===== src/rtl/adder4_pkg.sv =====
// Shared constants and helpers for the adder4 carry-lookahead datapath.
package adder4_pkg;

    localparam int unsigned GROUP_W = 4;

    function automatic logic is_legal_width(input int w);
        return (w > 0) && ((w % GROUP_W) == 0);
    endfunction

endpackage


===== src/rtl/adder4_cla4_group.sv =====
// 4-bit carry-lookahead group: two-level carry expansion, also exposes the
// carry into bit 3 so the parent can derive signed overflow.
module cla4_group (
    input  logic [3:0] a,
    input  logic [3:0] b,
    input  logic       c_in,
    output logic [3:0] s,
    output logic       c_out,
    output logic       c3
);
    logic [3:0] g;
    logic [3:0] p;
    logic [4:0] c;

    assign g = a & b;
    assign p = a ^ b;

    // Every carry is a flat sum-of-products of g, p and c_in.
    assign c[0] = c_in;
    assign c[1] = g[0] | (p[0] & c_in);
    assign c[2] = g[1] | (p[1] & g[0]) | (p[1] & p[0] & c_in);
    assign c[3] = g[2] | (p[2] & g[1]) | (p[2] & p[1] & g[0])
                | (p[2] & p[1] & p[0] & c_in);
    assign c[4] = g[3] | (p[3] & g[2]) | (p[3] & p[2] & g[1])
                | (p[3] & p[2] & p[1] & g[0])
                | (p[3] & p[2] & p[1] & p[0] & c_in);

    assign s     = p ^ c[3:0];
    assign c_out = c[4];
    assign c3    = c[3];

endmodule


===== src/rtl/adder4.sv =====
// Registered adder built from rippled 4-bit lookahead groups; one-cycle
// latency with carry-out, signed-overflow and zero flags.
module adder4
    import adder4_pkg::*;
#(
    parameter int WIDTH = 4
) (
    input  logic             clk,
    input  logic             rst_n,
    input  logic             in_valid,
    input  logic [WIDTH-1:0] a,
    input  logic [WIDTH-1:0] b,
    input  logic             cin,
    output logic [WIDTH-1:0] sum,
    output logic             cout,
    output logic             ovf,
    output logic             zero,
    output logic             out_valid
);
    localparam int NG = WIDTH / GROUP_W;

    if (!is_legal_width(WIDTH)) begin : g_width_check
        $error("adder4: WIDTH must be a positive multiple of 4");
    end

    logic [NG:0]      carry;
    logic [NG-1:0]    c_msb;
    logic [WIDTH-1:0] sum_d;
    logic             cout_d;
    logic             ovf_d;
    logic             zero_d;

    logic [WIDTH-1:0] sum_q;
    logic             cout_q;
    logic             ovf_q;
    logic             zero_q;
    logic             valid_q;

    assign carry[0] = cin;

    for (genvar gi = 0; gi < NG; gi++) begin : g_grp
        cla4_group u_grp (
            .a     (a[gi*GROUP_W +: GROUP_W]),
            .b     (b[gi*GROUP_W +: GROUP_W]),
            .c_in  (carry[gi]),
            .s     (sum_d[gi*GROUP_W +: GROUP_W]),
            .c_out (carry[gi+1]),
            .c3    (c_msb[gi])
        );
    end

    assign cout_d = carry[NG];
    assign ovf_d  = c_msb[NG-1] ^ carry[NG];
    assign zero_d = ~|sum_d;

    // Flags hold across idle cycles; only out_valid tracks in_valid.
    always_ff @(posedge clk or negedge rst_n) begin
        if (!rst_n) begin
            sum_q   <= '0;
            cout_q  <= 1'b0;
            ovf_q   <= 1'b0;
            zero_q  <= 1'b1;
            valid_q <= 1'b0;
        end else begin
            valid_q <= in_valid;
            if (in_valid) begin
                sum_q  <= sum_d;
                cout_q <= cout_d;
                ovf_q  <= ovf_d;
                zero_q <= zero_d;
            end
        end
    end

    assign sum       = sum_q;
    assign cout      = cout_q;
    assign ovf       = ovf_q;
    assign zero      = zero_q;
    assign out_valid = valid_q;

endmodule


===== config.mk =====
export PLATFORM = sky130hd
export DESIGN_NAME = adder4
export DESIGN_NICKNAME = d
export VERILOG_FILES = /design/src/rtl/adder4_pkg.sv /design/src/rtl/adder4_cla4_group.sv /design/src/rtl/adder4.sv
export SDC_FILE = /design/constraint.sdc
export NUM_CORES = 1
export LEC_CHECK = 0
export BUFFER_PORTS_ARGS = -buffer_cell sky130_fd_sc_hd__buf_2
export CAP_MARGIN = 40
export CORE_AREA = 2 2 39 41
export DETAILED_ROUTE_END_ITERATION = 8
export DIE_AREA = 0 0 41 43
export GPL_ROUTABILITY_DRIVEN = 0
export PLACE_DENSITY_LB_ADDON = 0.08
export RECOVER_POWER = 100
export SYNTH_ARGS = -nofsm -noshare
export SYNTH_HDL_FRONTEND = slang
export SYNTH_SLANG_ARGS = --single-unit

===== constraint.sdc =====
create_clock -name clk -period 1.2 [get_ports clk]
set_clock_uncertainty 0.2 [all_clocks]
set_input_delay 0.3 -clock clk [delete_from_list [all_inputs] [get_ports clk]]
set_output_delay 0.3 -clock clk [all_outputs]
set_load 0.02 [all_outputs]

==> impl_results.md <==
- Outcome: complete, but fails checks
- Failing checks: setup timing
- Setup violators final: 14
- Clock tree buffer depth: 2
- Fraction of layout cells with a size suffix above 1: 64.6%
- Synth Area in Adders: 16.9%
- Non-Filler Instances: 95
- Synth Area in Compound Gates: 18.2%
- Initial DRC Count: 4
- Yosys warns: 0
- Vias per Instance: 4.53
- Crit path capture type: flop
- P&R area growth vs syn: 83.9%
- DRC viols: 0
- Worst r2r path cells: 3
- First-pass GRT wire length: 1680 µm
- Pwr/cell area: 1170 nW/µm²
- Post-Synth XOR/XNOR Area: 3.58%
- Hold Path Origin: in_valid
- Critical path, cell by cell: buf_8, ha_4, a211oi_4, o21ai_1, a21boi_2, mux2_4
- CTS root buf: clkbuf_4
- Worst slew pin tran: 0.440 ns
- Critical path depth: 6
- Die height: 43 µm
- Crit path kind: in2reg
- Max cap viols: 0
- FMAX: 687 MHz
- Slowest stage delay, CP: 0.26 ns
- Dpl ws: -0.546 ns
- Crit path max fanout: 3
- Fin nets: 98
- Final wirelength: 983 µm
- Hold Path Cell Cnt: 1
- ANT nets after route: 0
- Hold path endpoint: out_valid
- Largest area contributor in the netlist: dfrtp_1
- Worst reg-to-reg setup slack: -0.01 ns
- Total grt overflow: 0
- Synth Area in Simple Gates: 4.09%
- Setup slack after layout: -0.257 ns
- TritonCTS buffer count: 3
- Synth cell types: 20
- Routed len/inst: 10.3 µm
- Flops & latches, synth: 8
- Largest family of logic cells by synthesized area: compound AO/OA/AOI/OAI gates
- Worst skew pair latency: 0.25 ns
- EDFF count, synth: 0
- Post-synth net total: 62
- Reg2reg start: sum[3]
- H-tree levels: 1
- Worst-path clk slew: 0.06 ns
- Slew Limit Headroom: 70.7%
- Initial antenna violation count: 0
- Die Width: 41 µm
- IO Port Bufs: 19
- Placeable Area: 1380 µm²
- Final period util: 121%
- Worst R2R End: sum[3]
- Synth Flop Type: dfrtp_1
- HPWL after DPL: 727 µm
- VDD IR max: 0.000435 V
- Post-Syn Area: 489 µm²
- Syn Area/Cell: 11.1 µm²
- Commonest cells in the netlist: dfrtp_1 (7), inv_1 (6), ha_1 (5)
- Worst setup SP type: input port
- Final slew viol count: 0
- Leak Pwr: 0.429 nW
- Mapped Cells: 44
- N_diodes: 0
- Worst Path Required: 1.14 ns
- RSZ-0062 raised after global routing: yes
- Top-count cell post-synth: dfrtp_1
- Die area: 1760 µm²
- Top post-synthesis cells by area: dfrtp_1 (36%), ha_1 (13%), mux2i_1 (6.1%)
- Worst path bufs/invs: 1
- Ys async rst share: 100%
- Tot GR Track Use: 13.9%
- Via count: 430
- Vias in the first global route: 431
- Crit-path slowest cell: mux2_4
- Seq/Total Area, Yosys: 41.2%
- Num ports: 20
- Initial Utilization: 35.4%
- Largest net degree at the start of global routing: 9
- Clock sink total: 8
- Hold Path Class: in2reg
- Final count of hold timing violations: 0
- CTS tree: done
- Area share of the largest cell type after synthesis: 35.8%
- Delay-heaviest family, CP: compound AO/OA/AOI/OAI gates
- Placed Instances: 83
- Arrival @ worst endpoint: 1.40 ns
- Pre-Repair DR Iteration Count: 4
- Num rows: 14
- Hold slack: 0.0846 ns
- Post-synthesis mux area share: 10.7%
- Minimum clock period: 1.46 ns
## final cells by class
| class | count | area [µm²] |
|---|---|---|
| fillers | 109 | 484 |
| clock buffers | 4 | 26.3 |
| multi-input cells | 29 | 339 |
| inverters | 6 | 32.5 |
| well taps | 16 | 20.0 |
| repair buffers | 32 | 280 |
| flip-flops and latches | 8 | 201 |
## layout by cell type (no fill, tap or decap), drive strengths merged
cell / count
a211oi: 1
a21boi: 1
a21o: 1
a21oi: 4
buf: 30
clkbuf: 5
dfrtp: 7
dfstp: 1
dlygate4sd3: 1
fa: 1
ha: 5
inv: 6
mux2: 2
mux2i: 3
nand3: 1
nor2: 4
o21ai: 2
o21bai: 1
o32ai: 1
xnor2: 1
xor2: 1
## metal layers
| layer | vias up | GRT usage, % | routed length (µm) |
|---|---|---|---|
| met3 | 2 | 0 | 36 |
| met1 | 197 | 18.0 | 439 |
| met2 | 13 | 20.3 | 484 |
| met5 | - | 0 | 0 |
| met4 | 0 | 12.0 | 22 |
| li1 | 218 | - | - |
## worst max-delay path by stage
stage,from,end,slack (ns)
3_3_place_gp,a[0],sum[3],-0.54
2_1_floorplan,a[0],sum[3],-0.33
5_1_grt,b[0],sum[3],-0.30
4_1_cts,b[0],sum[3],-0.25
6_report,b[0],sum[3],-0.26
3_5_place_dp,a[0],sum[3],-0.55
## state kept, by name, indices dropped and copies added (netlist names)
register and count:
out_valid 1, sum 4, zero 1, ovf 1, cout 1
## per-stage QoR
step | power [mW] | cell area, µm² | TNS (ns) | utilization, %
floorplan | 0.547 | 536 | -1.52 | -
global placement | 0.664 | 684 | -2.99 | 49.5
detailed placement | 0.666 | 684 | -3.04 | 49.5
CTS | 1.02 | 857 | -1.59 | 61.9
global route | 1.12 | 900 | -2.23 | 65.0
finish | 1.05 | 900 | -1.70 | 65.0
## kinds of logic (layout without fill, tap and decap cells)
group,count (synthesis),count (layout)
compound gates,11,11
flops,8,8
buf+inv,7,42
fa+ha+maj,6,6
mux,5,5
simple gates,5,5
xor+xnor,2,2
## what timing repair did
action | 4_1_cts | 5_1_grt
pin swaps | 9 | 6
endpoints found under the hold margin | 8 | 0
gates resized for setup | 29 | 4
setup buffers | 3 | 4
endpoints found under the setup margin | 14 | 14
hold buffers | 1 | 0
## power by group
part | switching (mW) | internal (mW)
clock network | 0.0921 | 0.127
registers | 0.0306 | 0.316
logic | 0.198 | 0.284
total | 0.321 | 0.727
(Power assumes the default switching activity.)
